**src/rtl/gnt_rr_arbiter_if.sv**
```systemverilog
// Request/grant bundle between requesters and the round-robin grant arbiter.
// master = arbiter side (drives grants), slave = requester/consumer side.
interface gnt_rr_arbiter_if #(
    parameter int N = 4
);
    localparam int IW = (N > 1) ? $clog2(N) : 1;

    logic [N-1:0]  req;
    logic [N-1:0]  gnt;
    logic          gnt_any;
    logic [IW-1:0] gnt_id;
    logic          timeout;
    logic [IW-1:0] timeout_id;
    logic [N-1:0]  mask;

    modport master (
        input  req,
        output gnt, gnt_any, gnt_id, timeout, timeout_id, mask
    );

    modport slave (
        output req,
        input  gnt, gnt_any, gnt_id, timeout, timeout_id, mask
    );
endinterface

```
**src/rtl/gnt_rr_arbiter.sv**
```systemverilog
// Round-robin grant arbiter with a tenure watchdog that forcibly revokes a grant
// held for MAX_HOLD cycles and masks the offender until it drops its request.
module gnt_rr_arbiter #(
    parameter int N        = 4,
    parameter int MAX_HOLD = 8
) (
    input  logic               clk,
    input  logic               reset,
    gnt_rr_arbiter_if.master   bus
);
    localparam int IW = (N > 1) ? $clog2(N) : 1;
    localparam int CW = $clog2(MAX_HOLD + 1);

    localparam logic [1:0] S_IDLE   = 2'd0;
    localparam logic [1:0] S_GRANT  = 2'd1;
    localparam logic [1:0] S_REVOKE = 2'd2;

    logic [1:0]    state_q, state_d;
    logic [IW-1:0] owner_q, owner_d;
    logic [IW-1:0] rr_ptr_q, rr_ptr_d;
    logic [CW-1:0] cnt_q, cnt_d;
    logic [N-1:0]  mask_q, mask_d;
    logic [N-1:0]  gnt_q, gnt_d;
    logic [IW-1:0] gnt_id_q, gnt_id_d;
    logic          timeout_q, timeout_d;
    logic [IW-1:0] timeout_id_q, timeout_id_d;

    logic [N-1:0]  elig;
    logic          pick_vld;
    logic [IW-1:0] pick_idx;
    logic          owner_req;

    function automatic logic [N-1:0] onehot(input logic [IW-1:0] idx);
        logic [N-1:0] v;
        v      = '0;
        v[idx] = 1'b1;
        return v;
    endfunction

    function automatic logic [IW-1:0] next_idx(input logic [IW-1:0] idx);
        return (idx == IW'(N - 1)) ? '0 : idx + 1'b1;
    endfunction

    function automatic logic [CW-1:0] sat_inc(input logic [CW-1:0] c);
        return (c >= CW'(MAX_HOLD)) ? c : c + 1'b1;
    endfunction

    // Rotating priority search starting at the rr pointer.
    always_comb begin
        elig     = bus.req & ~mask_q;
        pick_vld = 1'b0;
        pick_idx = '0;
        for (int k = 0; k < N; k++) begin
            if (!pick_vld && elig[(int'(rr_ptr_q) + k) % N]) begin
                pick_vld = 1'b1;
                pick_idx = IW'((int'(rr_ptr_q) + k) % N);
            end
        end
    end

    assign owner_req = bus.req[owner_q];

    always_comb begin
        state_d      = state_q;
        owner_d      = owner_q;
        rr_ptr_d     = rr_ptr_q;
        cnt_d        = cnt_q;
        gnt_d        = '0;
        gnt_id_d     = '0;
        timeout_d    = 1'b0;
        timeout_id_d = '0;
        // A dropped request always lifts that requester's mask.
        mask_d       = mask_q & bus.req;

        case (state_q)
            S_IDLE: begin
                if (pick_vld) begin
                    state_d  = S_GRANT;
                    owner_d  = pick_idx;
                    cnt_d    = '0;
                    rr_ptr_d = next_idx(pick_idx);
                    gnt_d    = onehot(pick_idx);
                    gnt_id_d = pick_idx;
                end
            end
            S_GRANT: begin
                // Release wins over revoke when both land on the same edge.
                if (!owner_req) begin
                    state_d = S_IDLE;
                end else if (cnt_q == CW'(MAX_HOLD - 1)) begin
                    state_d         = S_REVOKE;
                    mask_d[owner_q] = 1'b1;
                    timeout_d       = 1'b1;
                    timeout_id_d    = owner_q;
                end else begin
                    cnt_d    = sat_inc(cnt_q);
                    gnt_d    = onehot(owner_q);
                    gnt_id_d = owner_q;
                end
            end
            S_REVOKE: begin
                state_d = S_IDLE;
            end
            default: begin
                state_d = S_IDLE;
            end
        endcase
    end

    always_ff @(posedge clk or posedge reset) begin
        if (reset) begin
            state_q      <= S_IDLE;
            owner_q      <= '0;
            rr_ptr_q     <= '0;
            cnt_q        <= '0;
            mask_q       <= '0;
            gnt_q        <= '0;
            gnt_id_q     <= '0;
            timeout_q    <= 1'b0;
            timeout_id_q <= '0;
        end else begin
            state_q      <= state_d;
            owner_q      <= owner_d;
            rr_ptr_q     <= rr_ptr_d;
            cnt_q        <= cnt_d;
            mask_q       <= mask_d;
            gnt_q        <= gnt_d;
            gnt_id_q     <= gnt_id_d;
            timeout_q    <= timeout_d;
            timeout_id_q <= timeout_id_d;
        end
    end

    assign bus.gnt        = gnt_q;
    assign bus.gnt_any    = |gnt_q;
    assign bus.gnt_id     = gnt_id_q;
    assign bus.timeout    = timeout_q;
    assign bus.timeout_id = timeout_id_q;
    assign bus.mask       = mask_q;
endmodule

```
**src/flat_wrapper.sv**
```systemverilog
// flat-port wrapper written by rule: the top's interface ports become plain ports
module gnt_rr_arbiter_flat 
#(
    parameter int N        = 4,
    parameter int MAX_HOLD = 8
)
  (clk, reset, bus_req, bus_gnt, bus_gnt_any, bus_gnt_id, bus_timeout, bus_timeout_id, bus_mask);
  gnt_rr_arbiter_if #(.N(N)) bus_i ();
  input  logic clk;
  input  logic reset;
  input wire logic [$bits(bus_i.req)-1:0] bus_req;
  output wire logic [$bits(bus_i.gnt)-1:0] bus_gnt;
  output wire logic [$bits(bus_i.gnt_any)-1:0] bus_gnt_any;
  output wire logic [$bits(bus_i.gnt_id)-1:0] bus_gnt_id;
  output wire logic [$bits(bus_i.timeout)-1:0] bus_timeout;
  output wire logic [$bits(bus_i.timeout_id)-1:0] bus_timeout_id;
  output wire logic [$bits(bus_i.mask)-1:0] bus_mask;
  assign bus_i.req = bus_req;
  assign bus_gnt = bus_i.gnt;
  assign bus_gnt_any = bus_i.gnt_any;
  assign bus_gnt_id = bus_i.gnt_id;
  assign bus_timeout = bus_i.timeout;
  assign bus_timeout_id = bus_i.timeout_id;
  assign bus_mask = bus_i.mask;
  gnt_rr_arbiter #(.N(N), .MAX_HOLD(MAX_HOLD)) u_core (.clk(clk), .reset(reset), .bus(bus_i));
endmodule
```
**config.mk**
```make
export PLATFORM = sky130hd
export DESIGN_NAME = gnt_rr_arbiter_flat
export DESIGN_NICKNAME = d
export VERILOG_FILES = /design/src/rtl/gnt_rr_arbiter_if.sv /design/src/rtl/gnt_rr_arbiter.sv /design/src/flat_wrapper.sv
export SDC_FILE = /design/constraint.sdc
export NUM_CORES = 1
export LEC_CHECK = 0
export CORE_UTILIZATION = 55
export DETAILED_ROUTE_END_ITERATION = 10
export PLACE_DENSITY = 0.82
export SETUP_SLACK_MARGIN = 0.15
export SYNTH_ARGS = -nofsm -noshare
export SYNTH_HDL_FRONTEND = slang
export SYNTH_SLANG_ARGS = --single-unit
```
**constraint.sdc**
```tcl
create_clock -name clk -period 3.48 [get_ports clk]
set_clock_uncertainty 0.2 [all_clocks]
set_input_delay 1.044 -clock clk [delete_from_list [all_inputs] [get_ports clk]]
set_output_delay 1.044 -clock clk [all_outputs]
set_load 0.02 [all_outputs]
```
# Yosys cells after proc, flatten, opt, wreduce, memory -nomap -nowiden
# Index checks and enable logic that the tools add are counted.
# classes
n_lt_le_gt_ge,9
shift,0
n_mux,52
bitwise_logic,7
n_eq_ne,8
add_sub_neg,5
reduce_logical,17
div,0
n_mul,0
# op_table
operator,n
2-to-1 mux 4 bit,10
2-to-1 mux 2 bit,14
2-to-1 mux 1 bit,17
one-hot mux 4 bit (2 select lines),2
"less-than comparator 3 x 4 -> 1 bit, second input constant",3
binary-select mux 1 bit (select 2 bit),5
"less-than comparator 2 x 3 -> 1 bit, second input constant",3
AND 4 bit,2
one-hot mux 2 bit (2 select lines),2
OR reduction 2 bit,3
logical AND 1 bit,5
AND reduction 5 bit,1
"adder 2 x 1 -> 2 bit, second input constant",2
"adder 2 bit, second input constant",2
"adder 4 x 1 -> 4 bit, second input constant",1
demux 1 bit (select 2 bit),2
"equality test 4 x 3 -> 1 bit, second input constant",1
">= comparator 2 x 1 -> 1 bit, second input constant",2
">= comparator 4 bit, second input constant",1
"inequality test 2 x 1 -> 1 bit, second input constant",2
"inequality test 2 bit, second input constant",2
NOT 4 bit,1
bitwise OR 4 bit,1
AND reduction 2 bit,2
8 further kinds,12
# totals
register_bits,23
word_cells,107
ram_bits,0
latchBits,0
n_memories,0
rom_bits,0
out_inout_bits,14

# Logic depth before layout (Yosys ltp)
# depth
word_depth,20
mapped_depth,6

# Worst setup path after synthesis
# Ideal clock, no wire load.
# synth_path
path_kind,in2reg
start,in bus_req[2]
end,reg u_core.rr_ptr_q[1]
required_ps,3152
n_path_buf,0
slack_ps,805
stages,5
setup_ps,128
t_arrival_ps,2347
cell_sequence,nor2b_1 > mux2_2 > a211oi_2 > ha_1 > mux2_1
# synth_via
elab_chain_len,15
# synth_lines
item,line_no,text
from (decl),flat_wrapper.sv:11,input wire logic [$bits(bus_i.req)-1:0] bus_req;
AND 4 bit *,gnt_rr_arbiter.sv:50,elig = bus.req & ~mask_q;
binary-select mux 1 bit (select 2 bit),gnt_rr_arbiter.sv:54,if (!pick_vld && elig[(int'(rr_ptr_q) + k) % N]) begin
2-to-1 mux 1 bit (implied by the code),gnt_rr_arbiter.sv:54,
2-to-1 mux 1 bit,gnt_rr_arbiter.sv:54,
logical NOT 1 bit,gnt_rr_arbiter.sv:54,
logical AND 1 bit,gnt_rr_arbiter.sv:54,
2-to-1 mux 1 bit,gnt_rr_arbiter.sv:54,
logical NOT 1 bit,gnt_rr_arbiter.sv:54,
logical AND 1 bit,gnt_rr_arbiter.sv:54,
2-to-1 mux 1 bit,gnt_rr_arbiter.sv:54,
logical NOT 1 bit,gnt_rr_arbiter.sv:54,
logical AND 1 bit,gnt_rr_arbiter.sv:54,
2-to-1 mux 2 bit *,gnt_rr_arbiter.sv:54,
named net u_core.pick_idx[0],gnt_rr_arbiter.sv:30,logic [IW-1:0] pick_idx;
adder 2 x 1 -> 2 bit or equality test 2 bit (tied branches),gnt_rr_arbiter.sv:41,return (idx == IW'(N - 1)) ? '0 : idx + 1'b1;
2-to-1 mux 2 bit *,gnt_rr_arbiter.sv:41,
to (signal assigned),gnt_rr_arbiter.sv:124,rr_ptr_q <= rr_ptr_d;
to (decl),gnt_rr_arbiter.sv:20,"logic [IW-1:0] rr_ptr_q, rr_ptr_d;"
# The timed path passes the listed nets; every way through them passes the cells marked *. The select of a mux whose other input is x is not followed.
# A chain may end at the register's enable or synchronous reset.

# Final worst setup path
# layout_path
start,"reg u_core.gnt_q[1], in the netlist u_core.bus.gnt[1]"
end,out bus_gnt_any
# layout_via
elab_chain_len,1
# layout_lines
item,line_no,text
from (decl),gnt_rr_arbiter.sv:23,"logic [N-1:0] gnt_q, gnt_d;"
from (signal assigned),gnt_rr_arbiter.sv:127,gnt_q <= gnt_d;
OR reduction 4 bit,gnt_rr_arbiter.sv:135,assign bus.gnt_any = |gnt_q;
to (decl),flat_wrapper.sv:13,output wire logic [$bits(bus_i.gnt_any)-1:0] bus_gnt_any;
# Every way passes these cells.

==> key figures <==
Placed design
  – Quantity of I/O buffers inserted on ports: 19
  – Cell Area, Placed: 0.00139 sq mm
  – Weighted congestion reported at the end of routability-driven placement: 0.836
  – Half-perimeter wire length of the detailed placement result: 1550 microns

Worst setup path
  – Startpoint of the worst-slack reg-to-reg timing path: u_core.rr_ptr_q[1]
  – Critical Path Slowest Stage Cell: clkdlybuf4s50_1
  – Destination of the worst register-to-register timing path: u_core.rr_ptr_q[1]
  – Type of destination of the critical path: output pin
  – Number of buffer and inverter stages on the critical path: 1
  – Maximum fanout along the worst path: 2
  – Data arrival time of the worst path: 1.78 ns
  – CP required: 2.24 ns
  – Depth of the most critical reg-to-reg path: 4
  – Critical Path, Cell by Cell: or4_1 > clkdlybuf4s50_1
  – Stage delay of the slowest cell on the critical path: 0.55 ns
  – Largest delay share family, worst path: buffers and inverters
  – Slack of the worst reg-to-reg path: roughly 1.4 ns
  – Critical Path Source Type: flop
  – Category of the most critical setup path: reg2out

Logic synthesis
  – Number of enable flip-flop cells after synthesis: 0
  – Net count after synthesis: 112
  – Synth unique cells: 36
  – Top post-synthesis cells by area: dfrtp_1 (48%), ha_1 (6.2%), mux2_1 (3.7%)
  – Synthesis-stage register bit count: 23
  – Cell type contributing the most total cell area after synthesis: dfrtp_1
  – Fraction of synthesis flops using an asynchronous set or reset pin: 100%
  – Count of mapped cells out of synthesis: 100
  – Synthesis warning total: 0
  – Area share of the largest cell type after synthesis: 47.8%
  – Synth Area per Inst: 12.0 sq um
  – Top FF cell, synth: dfrtp_1
  – Sequential-to-total area share from yosys stat: a little under half
  – Mapped Area: 0.00120 sq mm

Timing
  – Period utilization: 86.8%
  – Hold_ws: around 0.34 ns
  – Max-slew violation count: 0
  – Aggregate negative setup slack: 0 ns
  – Hold Vio Cnt, Final: 0
  – Transition time of the tightest slew-check pin: just over 0.8 ns
  – Number of endpoints failing setup at the final stage: 0
  – Headroom to the max-slew limit: 46.1%
  – Setup repair after global routing missed its margin: false
  – Clock period minus final worst setup slack: 3.02 ns
  – Timing-limited maximum frequency: ~330 MHz

Cells and area
  – Area added between synthesis and finish: 17.6%
  – Fraction of final layout cells with drive strength greater than 1: between 10% and 20%
  – Final net count: 132
  – Layout Cell Area excl Fill: ~0.0014 sq mm
  – Filler Cell Count: 149
  – Number of antenna repair diodes: 0

Global routing
  – Number of antenna violations at the first check in global routing: 0
  – Number of global-route vias before repair: 797
  – Aggregate global-route resource usage: 20.7%
  – Global-route congestion overflow total: 0
  – Maximum number of pins on one net before global-route repair: 24
  – Global-route wire length before repair: 3710 microns

Power
  – Lkg Pwr: roughly 0.67 nW
  – Largest vdd supply drop: 0.000415 V
  – Power Density: around 710 mW/mm^2

CTS
  – Source-to-sink clock delay at the later pin of the worst-skew pair: 0.31 ns
  – Clk sinks: 23
  – CTS clk-pin slew, worst paths: 0.11 ns
  – CTS H-tree depth: 1
  – Number of buffers created by CTS: 3
  – TritonCTS clock tree: yes
  – Clock root buffer master: clkbuf_4
  – Maximum number of buffers from clock root to sink: 2
  – Hold-fix buffers, CTS: 0
  – # resized after CTS: 0
  – Post CTS Setup Buffer Count: 0

Floorplanning
  – Area of the die: 0.00238 sq mm
  – Site Rows: 16
  – Placeable core region: 0.00200 sq mm
  – Initial core utilization: 60.1%
  – Die span in x: between 40 and 50 microns
  – I/O pins: 20
  – Die Ht: 48.8 microns

Run
  – # Max-Cap Violations: 0

Status
  – Result of the run: completed

Drt
  – Wire length reported by the detailed router: between 2000 and 2500 microns
  – Antenna violation net count after detailed routing: 0
  – Starting DRC count in detailed routing: 14
  – Vias after detailed routing: 842
  – Routed wire length per instance: between 10 and 15 microns
  – DRC violation count after routing: 0
  – First-pass DRT Iterations: 4
  – Via density per instance: ~5.8

Hold path
  – Worst hold endpoint: u_core.cnt_q[3]
  – Count of cells along the worst hold path: 2
  – Startpoint of the worst hold path: u_core.cnt_q[3]
  – Worst hold path class: reg2reg
-- power breakdown --
group	switching [mW]	total, mW	internal (mW)
registers	0.0765	0.412	0.335
logic	0.245	0.474	0.229
clock network	0.0750	0.120	0.0449
total	0.397	1.01	0.609
-- routing by layer --
metal / wire length, microns / GRT usage [%]
met2: 1020 / 30.8
met4: 50 / 10.8
met3: 88 / 3.74
met1: 997 / 29.1
met5: 0 / 0
-- placed cells by master, fill, tap and decap left out, types with 3 or more instances in the layout --
master,Yosys,routed
a32o_2,3,3
a21oi_1,6,6
inv_1,8,8
nor2_1,6,6
ha_1,6,6
clkdlybuf4s50_1,0,19
mux2_1,4,4
a32o_1,3,3
a22o_1,4,4
clkbuf_4,0,3
dfrtp_1,23,23
-- through the flow --
stage                     instances  power [mW]  worst slack (ns)  util [%]
after floorplan                 100       0.758             0.805         -
after global placement          142       0.871             0.257      69.4
after detailed placement        142       0.890             0.143      69.4
after CTS                       146        1.01             0.457      70.7
after global routing            146        1.07             0.397      70.7
final                           146        1.01             0.459      70.7
-- worst min-delay path, cell delays in order (launching register included) --
cell and delay (ns):
dfrtp_1 0.38, a21oi_1 0.05, nor2_1 0.08
-- worst max path at each step --
stage / start / to / slack, ns / cells after the start
5_1_grt: bus_req[2] / u_core.rr_ptr_q[1] / 0.40 / 6
3_3_place_gp: bus_req[2] / u_core.rr_ptr_q[1] / 0.26 / 6
2_1_floorplan: bus_req[2] / u_core.rr_ptr_q[1] / 0.81 / 5
6_report: u_core.bus.gnt[1] / bus_gnt_any / 0.46 / 2
4_1_cts: u_core.bus.gnt[1] / bus_gnt_any / 0.46 / 2
3_5_place_dp: bus_req[2] / u_core.rr_ptr_q[1] / 0.14 / 6
-- state kept, by name, indices dropped and copies added (netlist names) --
register	count
u_core.bus.gnt	4
u_core.bus.mask	4
u_core.cnt_q	4
u_core.bus.gnt_id	2
u_core.bus.timeout_id	2
u_core.owner_q	2
u_core.rr_ptr_q	2
u_core.state_q	2
u_core.bus.timeout	1
-- cell families (layout without fill, tap and decap cells) --
logic type / count (synthesis) / count (layout) / share of synthesized area [%]
AND/OR/NAND/NOR: 27 / 27 / 14.7
AO/OA/AOI/OAI: 25 / 25 / 18.9
flip-flops: 23 / 23 / 47.8
buffers and inverters: 12 / 31 / 5.72
multiplexers: 7 / 7 / 6.65
adder cells (fa/ha/maj): 6 / 6 / 6.24
-- area by class of cell --
type	count	area, sq um	share of cell area, %
timing repair buffer	19	190	13.4
inverter	8	30.0	2.12
tap	27	33.8	2.39
clock buffer	4	26.3	1.86
sequential	23	576	40.7
multi-input combinational	65	559	39.5
-- synthesized netlist by cell type, types with 2 or more instances --
cell,count
ha_1,6
inv_1,8
a22o_1,4
nand2b_1,2
dfrtp_1,23
a211oi_1,2
and2_1,2
nor2b_1,2
a21oi_1,6
and3_1,2
nand3b_1,2
buf_6,3
a32o_2,3
nor2_1,6
nor2b_4,2
mux2_1,4
a32o_1,3
nand2_1,2
Power figures use the tool's default switching activity.
